## src/rtl/prog_pkg.sv

```systemverilog
// Shared types and default constants for the Start/Ack run launcher.
package prog_pkg;

   typedef enum logic [2:0] {
      IDLE  = 3'd0,
      START = 3'd1,
      ARM   = 3'd2,
      RUN   = 3'd3,
      DONE  = 3'd4
   } state_t;

   typedef enum logic [1:0] {
      ST_OK      = 2'd0,
      ST_TIMEOUT = 2'd1,
      ST_STUCK   = 2'd2,
      ST_ABORT   = 2'd3
   } status_t;

   localparam int          DEF_START_LEN = 2;
   localparam int          DEF_CNT_W     = 16;
   localparam int unsigned DEF_TIMEOUT   = 32'h0000_FFF0;
   localparam int          DEF_ARM_LIM   = 4;

   // START length counter is 4 bits wide, enough for START_LEN up to 15.
   function automatic logic [3:0] lenLast(input int len);
      return 4'(len - 1);
   endfunction

endpackage

```

## src/rtl/sat_counter.sv

```systemverilog
// Saturating up-counter with synchronous clear, plus a compare against a fixed limit.
module sat_counter #(
   parameter int          W     = 16,
   parameter int unsigned LIMIT = 0
) (
   input  logic         Clk,
   input  logic         Reset,
   input  logic         Clear,
   input  logic         Enable,
   output logic [W-1:0] Count,
   output logic [W-1:0] CountInc,
   output logic         AtLimit
);

   localparam logic [W-1:0] MAX_VAL = '1;
   localparam logic [W-1:0] LIM     = W'(LIMIT);

   logic atMax;

   assign atMax    = (Count == MAX_VAL);
   // CountInc is the value the counter would take this cycle; it never wraps.
   assign CountInc = atMax ? Count : Count + 1'b1;
   assign AtLimit  = (Count == LIM);

   always_ff @(posedge Clk or negedge Reset) begin
      if (!Reset) begin
         Count <= '0;
      end else if (Clear) begin
         Count <= '0;
      end else if (Enable) begin
         Count <= CountInc;
      end
   end

endmodule

```

## src/rtl/prog_launcher.sv

```systemverilog
// Host-side initiator of the Start/Ack run protocol: pulses Start, times the run
// until Ack, flags hung/stuck runs and returns one status/cycle-count response per run.
module prog_launcher
   import prog_pkg::*;
#(
   parameter int          START_LEN = DEF_START_LEN,
   parameter int          CNT_W     = DEF_CNT_W,
   parameter int unsigned TIMEOUT   = DEF_TIMEOUT,
   parameter int          ARM_LIM   = DEF_ARM_LIM
) (
   input  logic             Clk,
   input  logic             Reset,
   input  logic             ReqValid,
   output logic             ReqReady,
   input  logic             Abort,
   output logic             Start,
   input  logic             Ack,
   output logic             RespValid,
   input  logic             RespReady,
   output logic [CNT_W-1:0] RespCycles,
   output logic [1:0]       RespStatus,
   output logic             Busy,
   output logic [7:0]       RunCount,
   output state_t           DbgState
);

   // Handshakes: a request transfers on a cycle where ReqValid && ReqReady; a
   // response transfers on a cycle where RespValid && RespReady. Neither side may
   // withdraw valid before the transfer, and the response payload holds until then.

   localparam logic [3:0]       START_LAST = lenLast(START_LEN);
   localparam logic [CNT_W-1:0] ARM_LAST   = CNT_W'(ARM_LIM - 1);

   state_t           state;
   logic [3:0]       lenCnt;
   logic [CNT_W-1:0] cycCount;
   logic [CNT_W-1:0] cycInc;
   logic             cycAtLimit;
   logic             cntClear;
   logic             cntEnable;
   logic             abortHit;

   assign ReqReady = (state == IDLE);
   assign Busy     = (state != IDLE);
   assign DbgState = state;

   assign abortHit  = Abort && ((state == START) || (state == ARM) || (state == RUN));
   assign cntClear  = ((state == IDLE) && ReqValid) ||
                      ((state == START) && !Abort && (lenCnt == START_LAST));
   assign cntEnable = (state == ARM) || (state == RUN);

   sat_counter #(
      .W     (CNT_W),
      .LIMIT (TIMEOUT)
   ) u_cycCounter (
      .Clk      (Clk),
      .Reset    (Reset),
      .Clear    (cntClear),
      .Enable   (cntEnable),
      .Count    (cycCount),
      .CountInc (cycInc),
      .AtLimit  (cycAtLimit)
   );

   always_ff @(posedge Clk or negedge Reset) begin
      if (!Reset) begin
         state      <= IDLE;
         Start      <= 1'b0;
         RespValid  <= 1'b0;
         RespCycles <= '0;
         RespStatus <= ST_OK;
         RunCount   <= '0;
         lenCnt     <= '0;
      end else if (abortHit) begin
         // Abort outranks every other transition; the count reported is what was
         // accumulated before the abort cycle.
         state      <= DONE;
         Start      <= 1'b0;
         RespValid  <= 1'b1;
         RespStatus <= ST_ABORT;
         RespCycles <= cycCount;
      end else begin
         case (state)
            IDLE: begin
               if (ReqValid) begin
                  state  <= START;
                  Start  <= 1'b1;
                  lenCnt <= '0;
               end
            end
            START: begin
               if (lenCnt == START_LAST) begin
                  state <= ARM;
                  Start <= 1'b0;
               end else begin
                  lenCnt <= lenCnt + 4'd1;
               end
            end
            ARM: begin
               if (!Ack) begin
                  state <= RUN;
               end else if (cycCount == ARM_LAST) begin
                  state      <= DONE;
                  RespValid  <= 1'b1;
                  RespStatus <= ST_STUCK;
                  RespCycles <= cycInc;
               end
            end
            RUN: begin
               // Ack is tested before the limit so a simultaneous finish reports OK.
               if (Ack) begin
                  state      <= DONE;
                  RespValid  <= 1'b1;
                  RespStatus <= ST_OK;
                  RespCycles <= cycInc;
               end else if (cycAtLimit) begin
                  state      <= DONE;
                  RespValid  <= 1'b1;
                  RespStatus <= ST_TIMEOUT;
                  RespCycles <= cycInc;
               end
            end
            DONE: begin
               if (RespReady) begin
                  state     <= IDLE;
                  RespValid <= 1'b0;
                  RunCount  <= RunCount + 8'd1;
               end
            end
            default: begin
               state <= IDLE;
               Start <= 1'b0;
            end
         endcase
      end
   end

endmodule

```

## config.mk

```make
export PLATFORM = sky130hd
export DESIGN_NAME = prog_launcher
export DESIGN_NICKNAME = d
export VERILOG_FILES = /design/src/rtl/prog_pkg.sv /design/src/rtl/sat_counter.sv /design/src/rtl/prog_launcher.sv
export SDC_FILE = /design/constraint.sdc
export NUM_CORES = 1
export LEC_CHECK = 0
export CAP_MARGIN = 20
export CORE_UTILIZATION = 35
export DETAILED_ROUTE_END_ITERATION = 6
export HOLD_SLACK_MARGIN = 0.06
export PLACE_DENSITY = 0.56
export SLEW_MARGIN = 30
export SYNTH_ARGS = -nofsm -noshare
export SYNTH_HDL_FRONTEND = slang
export SYNTH_SLANG_ARGS = --single-unit
```

## constraint.sdc

```tcl
create_clock -name Clk -period 2.5 [get_ports Clk]
set_clock_uncertainty 0.15 [all_clocks]
set_input_delay 0.5 -clock Clk [delete_from_list [all_inputs] [get_ports Clk]]
set_output_delay 0.5 -clock Clk [all_outputs]
set_load 0.1 [all_outputs]
```

-- After elaboration in Yosys (flattened, before gate mapping)
Cells that the tools add are included.
- $add $sub $neg: 3
- eq/ne operators: 18
- reductions and logical operators: 22
- bitwise gates (word level): 1
- mux-type cells: 38
- operators with widths (cell ; count):
    16-bit 2-to-1 mux ; 8
    16-bit == test, second input constant ; 2
    16-bit case mux with 2 select lines ; 1
    3-bit 2-to-1 mux ; 8
    16-bit by 1-bit adder with 16-bit output, second input constant ; 1
    16-bit by 2-bit == test with 1-bit output, second input constant ; 1
    3-bit case mux with 5 select lines ; 1
    2-bit 2-to-1 mux ; 5
    5-bit AND reduction ; 2
    1-bit 2-to-1 mux ; 9
    3-bit by 2-bit inequality test with 1-bit output, second input constant ; 3
    8-bit by 1-bit adder with 8-bit output, second input constant ; 1
    4-bit 2-to-1 mux ; 2
    4-bit case mux with 2 select lines ; 1
    4-bit AND reduction ; 2
    3-bit by 2-bit == test with 1-bit output, second input constant ; 2
    3-bit inequality test, second input constant ; 2
    1-bit case mux with 3 select lines ; 2
    3-bit AND reduction ; 2
    3-bit nonzero test ; 2
    4-bit by 1-bit adder with 4-bit output, second input constant ; 1
    4-bit by 1-bit == test with 1-bit output, second input constant ; 1
    1-bit logical AND ; 4
    1-bit logical OR ; 4
    other kinds (13) ; 15
- output and inout port bits: 33
- logic and storage cells: 90
- bits in registers: 51
- bits of input ports: 6

-- Logic depth before layout (Yosys ltp)
Gate-level depths: netlist (run 1).
- depth after elaboration: 6
- depth in mapped cells: 8
- depth with buffers taken out: 7

-- Modules after synthesis
From an unflattened synthesis (run 1), not the netlist that was laid out.
- cells, all modules: 302
- area total of the unflattened synthesis: 3108.0 um^2
- by module, submodules not included (module ; area an instance (um^2) ; instances ; cells an instance ; seq. area each (um^2)):
    prog_launcher ; 1830.5 ; 1 ; 154 ; 875.8
    sat_counter ; 1277.5 ; 1 ; 148 ; 400.4

-- Worst setup path before layout (run 1)
No wires, ideal clock.
- path type: register -> output
- start: reg state[1] (netlist: DbgState[1])
- end: out Busy
- arrival: 3.557 ns
- stages on the path, launching flop included: 5
- data required time: 1.850 ns
- path buffers: 1
- path slack: -1.707 ns
- cells stage by stage: dfrtp_1 -> or2_2 -> clkbuf_1 -> nor2_1 -> inv_1
- cells in the longest elaborated chain, start to end: 1
- RTL lines (item ; RTL line ; text):
    start, declared ; prog_launcher.sv:34 ; state_t state;
    start signal, assigned ; prog_launcher.sv:67 ; state <= IDLE;
    start signal, assigned ; prog_launcher.sv:77 ; state <= DONE;
    start signal, assigned ; prog_launcher.sv:86 ; state <= START;
    3-bit nonzero test ; prog_launcher.sv:44 ; assign Busy = (state != IDLE);
    end, declared ; prog_launcher.sv:22 ; output logic Busy,
No other way between the ends.

-- Worst setup path after layout (run 1)
- start: reg u_cycCounter.Count[5]
- end: reg RespCycles[14]
- cells in the longest elaborated chain, start to end: 6
- elaborated cells on any way between the ends: 14
- those cells by class: add/sub: 1; eq/ne: 5; mux: 7; reduce/logical: 1
- RTL lines (item ; RTL line ; text):
    start, declared ; sat_counter.sv:10 ; output logic [W-1:0] Count,
    start signal, assigned ; sat_counter.sv:31 ; Count <= CountInc;
    16-bit by 1-bit adder with 16-bit output / 16-bit == test (equally long branches) ; sat_counter.sv:22, sat_counter.sv:20 ;
    16-bit 2-to-1 mux ; sat_counter.sv:22 ; assign CountInc = atMax ? Count : Count + 1'b1;
    16-bit 2-to-1 mux (on tied branches) ; prog_launcher.sv:116, prog_launcher.sv:102 ;
    16-bit 2-to-1 mux (on tied branches) ; prog_launcher.sv:111, prog_launcher.sv:100 ;
    16-bit case mux with 2 select lines ; prog_launcher.sv:83 ; case (state)
    16-bit 2-to-1 mux ; prog_launcher.sv:74 ; end else if (abortHit) begin
    end signal, assigned ; prog_launcher.sv:81 ; RespCycles <= cycCount;
    end signal, assigned ; prog_launcher.sv:115 ; RespCycles <= cycInc;
    end signal, assigned ; prog_launcher.sv:120 ; RespCycles <= cycInc;
    end, declared ; prog_launcher.sv:20 ; output logic [CNT_W-1:0] RespCycles,
Parallel ways exist; a longest one is shown, timed or not. The select of a mux whose other input is x is not followed.
A chain may end at the register's enable or synchronous reset.

==> impl_metrics.csv, run 1 <==
group,metric,value,unit
floorplan,core,0.00830,mm²
floorplan,boundaryPins,39,
clock_network,cts-root-buf,"clkbuf_8",
route,firstDrtPassIters,4,
timing,finalSetupViolCount,0,
synthesis,netlist.area_leader.share,0.419,
synthesis,synth_seq_cells,51,
cells_and_area,fillCellCount,850,
floorplan,num_rows,33,
worst_setup_path,rrSetupSlack,0.10,ns
clock_network,cts.path.max_buffers,2,
floorplan,die_w,95.3,µm
synthesis,synth_compound_area_frac,0.144,
clock_network,cts_hold_buf,0,
synthesis,synthArstFlopShare,1.00,
synthesis,ys.flop_type,"dfrtp_1",
cells_and_area,drive_gt1_frac,0.317,
job,drv_cap,0,
cells_and_area,multi_input_area,0.00162,mm²
synthesis,ys_types,56,
route,via_per_inst,5.40,
clock_network,numCtsBuffers,5,
clock_network,postCtsSetupRepairBufs,0,
worst_setup_path,crit_slowest_cell,"or4_4",
worst_setup_path,cp.required,2.55,ns
clock_network,clock-sinks,51,
timing,min_period,2.40,ns
place,dp_hpwl,5630,µm
timing,max_slew.worst_pin.slew,0.617,ns
power,p_per_area,983,mW/mm²
cells_and_area,fin_cells,465,
clock_network,cts_tree,"yes",
cells_and_area,diodes,0,
global_route,grt_overflow_total,0,
global_route,grt_use_total,0.180,
synthesis,synth-edff-count,0,
global_route,grt_first_pass_wirelength,12300,µm
synthesis,synth_top_cell_by_area,"dfrtp_1",
timing,max_freq,0.417,GHz
route,routed_wl,7580,µm
route,drt_iter0_drc,131,
place,port_buffers,38,
worst_setup_path,crit_path_end_kind,"flop",
timing,slew_violations,0,
global_route,grt_pass1_vias,2491,
synthesis,ys.warnings.count,0,
clock_network,cts-resized-gates,0,
worst_setup_path,critical_path_class,"flop to flop",
global_route,grt_max_degree,28,
synthesis,synth_cells,303,
place,gp_congestion,0.848,
synthesis,synth_fa_ha_area_frac,0.0205,
synthesis,synth_area_per_cell,10.1,µm²
place,place_area,0.00365,mm²
worst_setup_path,start_kind,"flop",
synthesis,synth_mux_area_frac,0.0809,
cells_and_area,area_delta_synth_final,22.9,%
global_route,met3_usage,0.0303,
worst_setup_path,slowest_delay,0.50,ns
timing,max_slew_margin,0.588,
timing,min_period_over_period,0.959,
outcome,status,"complete, no violations",
synthesis,syn-cell-area,0.00305,mm²
synthesis,synth_xor_area_frac,0.0633,
route,ant_nets,0,
power,p_leak,0.00165,µW
synthesis,ys_seq_area_frac,0.419,
global_route,gr-usage-met1,0.241,
worst_setup_path,worstPathCellList,"nor4_2 > a41oi_1 > or4_4 > nor2_8 > buf_12 > mux2_2",
timing,finalHoldViolCount,0,
route,route.detailed.drc,0,
timing,rsz0062_at_grt,"false",
timing,setup_tns,0,ns
floorplan,start_util,0.367,
clock_network,clkTransAtPathRegs,0.10,ns
worst_setup_path,critPathMaxFanout,12,
power,peakVddDrop,0.879,mV
cells_and_area,design_area,0.00374,mm²
route,num_vias,2512,
synthesis,synth_top_family_by_area,"simple AND/OR/NAND/NOR gates",
synthesis,syn_nets,314,
worst_setup_path,worstPathArrival,2.44,ns
timing,hold_slack,0.0468,ns
synthesis,synth-simple-area-share,0.217,
clock_network,htree_levels,2,
route,wl_per_cell,16.3,µm
clock_network,clock_latency,0.31,ns
place,dpl.cell_count,458,
floorplan,die_y,95.3,µm
synthesis,netlist_top_cells_area,"dfrtp_1 42%, xnor2_1 4.9%, mux2_4 4.4%",
cells_and_area,nNetsFinal,371,
cells_and_area,seq_area,0.00128,mm²
global_route,antenna_found_initial,0,
floorplan,dieArea,0.00908,mm²
global_route,grt_use_met2,0.295,
global_route,grt.busiest_layer,"met2",
hold_path,hp-class,"input port to asynchronous set/reset pin",
worst_setup_path,rr_worst_depth,6,
## layer usage
metal	up-vias	share of wire	wire, µm
met5	-	0	0
met4	0	0.013	101
met3	11	0.043	329
met2	68	0.48	3620
met1	1214	0.47	3530
li1	1219	-	-
## path summary, 6_finish.rpt
path                                       start                     to
hold / removal                             Reset  u_cycCounter.Count[5]
setup / recovery           u_cycCounter.Count[5]         RespCycles[14]
hold reg to reg                      RunCount[7]            RunCount[7]
max in group asynchronous                  Reset            DbgState[0]
setup reg to reg           u_cycCounter.Count[5]         RespCycles[14]
min in group Clk                     RunCount[7]            RunCount[7]
## Yosys cell counts (4+ instances only)
library cell and count:
a21oi_1 14, nor2_1 18, o21ai_0 21, xnor2_1 17, clkbuf_1 11, mux2_4 9, nor3_1 7, nand4_1 14
nor2b_1 7, a31oi_1 5, and4_1 4, and3_1 5, o41ai_1 5, buf_4 4, ha_1 5, dfrtp_1 51
nand2_1 17, nand3_1 15, o31ai_1 4, inv_1 6, mux2_2 9, xor2_1 5
## logic make-up after synthesis
kind of cell | after synthesis
simple gates | 110
compound gates | 67
flops | 51
buf+inv | 29
xor+xnor | 22
mux | 19
fa+ha+maj | 5
## registers in the layout (all words and copies together) (netlist names)
name                cells
RespCycles             16
Start                   1
RespValid               1
DbgState                3
lenCnt                  4
RunCount                8
u_cycCounter.Count     16
RespStatus              2
## power breakdown
| group | switching, µW | internal [µW] | total (µW) |
|---|---|---|---|
| Sequential | 159 | 960 | 1120 |
| Combinational | 1430 | 634 | 2060 |
| Clock | 277 | 223 | 500 |
## layout make-up
type,count,share of cell area
inverter,6,0.00702
tap,105,0.0351
clock inverter,1,0.00234
clock buffer,6,0.0221
multi-input combinational,223,0.432
sequential,51,0.343
timing repair buffer,73,0.158
## layout by cell type (no fill, tap or decap), types with 5 or more instances in the layout
cell	count
o21ai_0	21
ha_1	5
xnor2_1	17
a21oi_1	14
o41ai_1	5
clkbuf_8	6
nor3_1	7
buf_4	65
xor2_1	5
nand4_1	14
mux2_2	9
mux2_4	9
nor2b_1	7
and3_1	5
nor2_1	17
nand3_1	15
inv_1	5
dfrtp_1	48
nand2_1	17
a31oi_1	5
## critical path: cells and delay by family (launching register included)
family,cells,cell delay (ns)
AOI/OAI and AO/OA,1,0.22
buffers and inverters,1,0.15
and+or+nand+nor,3,1.00
DFF,1,0.42
muxes,1,0.33
## per-stage QoR
stage	setup WS [ns]	power [µW]	utilization
after CTS	0.0768	3730	0.450
after global routing	0.0113	3860	0.451
after global placement	-0.109	3190	0.439
after floorplan	-0.367	2650	-
final	0.103	3680	0.451
after detailed placement	-0.140	3210	0.439
No activity file was read; power rests on OpenSTA's default activity.
==> run 2: changes to the inputs <==
CAP_MARGIN = 15   (was 20)
CTS_CLUSTER_DIAMETER = 40   (was default)
==> results of run 2 <==
No change in the layout: final DEF, timing and power equal those of run 1.
==> run 3: changes to the inputs <==
CELL_PAD_IN_SITES_DETAIL_PLACEMENT = 0   (was default)
CELL_PAD_IN_SITES_GLOBAL_PLACEMENT = 1   (was default)
CTS_CLUSTER_SIZE = 10   (was default)
PLACE_DENSITY = 0.68   (was 0.56)
==> impl_metrics.csv, run 3 (synthesized netlist as in run 1, its figures left out) <==
group,metric,value,unit
cells_and_area,fillCellCount,780,
timing,finalWorstSetupSlack,0.133,ns
cells_and_area,final_cell_mix,"59 x buf_4, 47 x dfrtp_1, 21 x o21ai_0",
power,combPwrFrac,0.548,
clock_network,postCtsSetupRepairBufs,0,
power,p_int,1940,µW
clock_network,htree_levels,2,
route,ant_nets,0,
floorplan,start_util,0.367,
timing,slew_violations,0,
route,num_vias,2516,
power,peakVddDrop,0.771,mV
cells_and_area,drive_gt1_frac,0.313,
timing,finalSetupViolCount,0,
timing,hold_slack,0.333,ns
clock_network,cts.path.max_buffers,2,
worst_setup_path,critical_path_class,"flop to flop",
worst_setup_path,worstPathArrival,2.42,ns
power,seq_power_share,0.294,
worst_setup_path,start_kind,"flop",
timing,max_slew.worst_pin.slew,0.585,ns
worst_setup_path,crit_path_end_kind,"flop",
cells_and_area,diodes,0,
route,wl_per_cell,16.8,µm
cells_and_area,reg.largest.list,"RespCycles: 16 flops, u_cycCounter.Count: 16 flops, RunCount: 8 flops",
worst_setup_path,cp.required,2.55,ns
global_route,grt_first_pass_wirelength,13000,µm
global_route,grt_use_total,0.188,
timing,min_period_over_period,0.947,
power,p_sw,1870,µW
route,via_per_inst,5.43,
clock_network,cts-root-buf,"clkbuf_8",
hold_path,hp-class,"flop to flop",
timing,rsz0062_at_grt,"false",
cells_and_area,design_area,0.00379,mm²
power,p_leak,0.00167,µW
worst_setup_path,critPathMaxFanout,13,
global_route,grt_max_degree,29,
floorplan,num_rows,33,
global_route,grt_overflow_total,0,
route,firstDrtPassIters,4,
floorplan,boundaryPins,39,
global_route,antenna_found_initial,0,
job,drv_cap,0,
cells_and_area,nNetsFinal,368,
clock_network,clock-sinks,51,
outcome,status,"complete, no violations",
place,dp_hpwl,5660,µm
power,clockPowerShare,0.158,
clock_network,clock_latency,0.31,ns
power,p_per_area,1010,mW/mm²
power,swShare,0.490,
floorplan,die_w,95.3,µm
place,port_buffers,38,
clock_network,numCtsBuffers,5,
place,dp_slack,-0.133,ns
floorplan,die_y,95.3,µm
route,route.detailed.drc,0,
floorplan,dieArea,0.00908,mm²
route,routed_wl,7790,µm
clock_network,clkTransAtPathRegs,0.09,ns
route,drt_iter0_drc,188,
timing,max_slew_margin,0.610,
floorplan,core,0.00830,mm²
cells_and_area,area_delta_synth_final,24.5,%
cells_and_area,layout_commonest_cell,"buf_4",
clock_network,cts_tree,"yes",
place,gp_congestion,0.860,
timing,finalHoldViolCount,0,
timing,max_freq,0.422,GHz
timing,min_period,2.37,ns
global_route,grt_pass1_vias,2531,
place,place_area,0.00364,mm²
run 3: worst max-delay path, cell delays in order, from the launching register on:
cell	delay [ns]
dfrtp_2	0.41
ha_1	0.19
nor3b_4	0.23
a41oi_1	0.16
or4_4	0.49
nor2_8	0.12
buf_12	0.16
mux2_2	0.34
run 3: metal layers:
layer,vias to the layer above,track usage,wire length (µm)
met3,7,0.0279,298
met1,1232,0.257,3740
met4,0,0.0581,73
li1,1215,-,-
met5,-,0,0
met2,62,0.305,3680
run 3: layout make-up:
class	count	area [µm²]	share of cell area
repair buffers	70	598	0.158
clock inverters	2	35.0	0.00924
clock buffers	6	82.6	0.0218
well taps	105	131	0.0347
flip-flops and latches	51	1290	0.339
inverters	6	26.3	0.00693
multi-input cells	223	1630	0.430
run 3: timing repair:
action | CTS | global route
resized for setup | 1 | 3
hold buffers | 1 | 0
hold endpoints to repair | 23 | 0
setup endpoints to repair | 17 | 18
run 3: path summary, 6_finish.rpt:
kind                                  endpoint  cells past startpoint  slack [ns]                  start
worst max-delay path            RespCycles[13]                      7        0.13  u_cycCounter.Count[1]
worst min-delay path               RunCount[7]                      1        0.33            RunCount[7]
worst max register to register  RespCycles[13]                      7        0.13  u_cycCounter.Count[1]
worst min register to register     RunCount[7]                      1        0.33            RunCount[7]
max in group asynchronous          DbgState[2]                      3        1.06                  Reset
min in group asynchronous        RespCycles[5]                      2        0.57                  Reset
run 3: power groups by stage:
stage | registers (µW) | logic, µW | clock network (µW)
2_1_floorplan | 1740 | 905 | 0
3_3_place_gp | 1130 | 2090 | 0
3_5_place_dp | 1130 | 2100 | 0
4_1_cts | 1120 | 2110 | 635
5_1_grt | 1150 | 2200 | 662
6_report | 1120 | 2090 | 603
run 3: stage by stage:
step | util | power (µW) | TNS, ns | instances
after floorplan | - | 2650 | -0.367 | 303
after global placement | 0.439 | 3220 | -1.24 | 454
after detailed placement | 0.439 | 3230 | -1.63 | 454
after CTS | 0.455 | 3860 | 0 | 463
after global routing | 0.457 | 4000 | 0 | 463
final | 0.457 | 3810 | 0 | 463
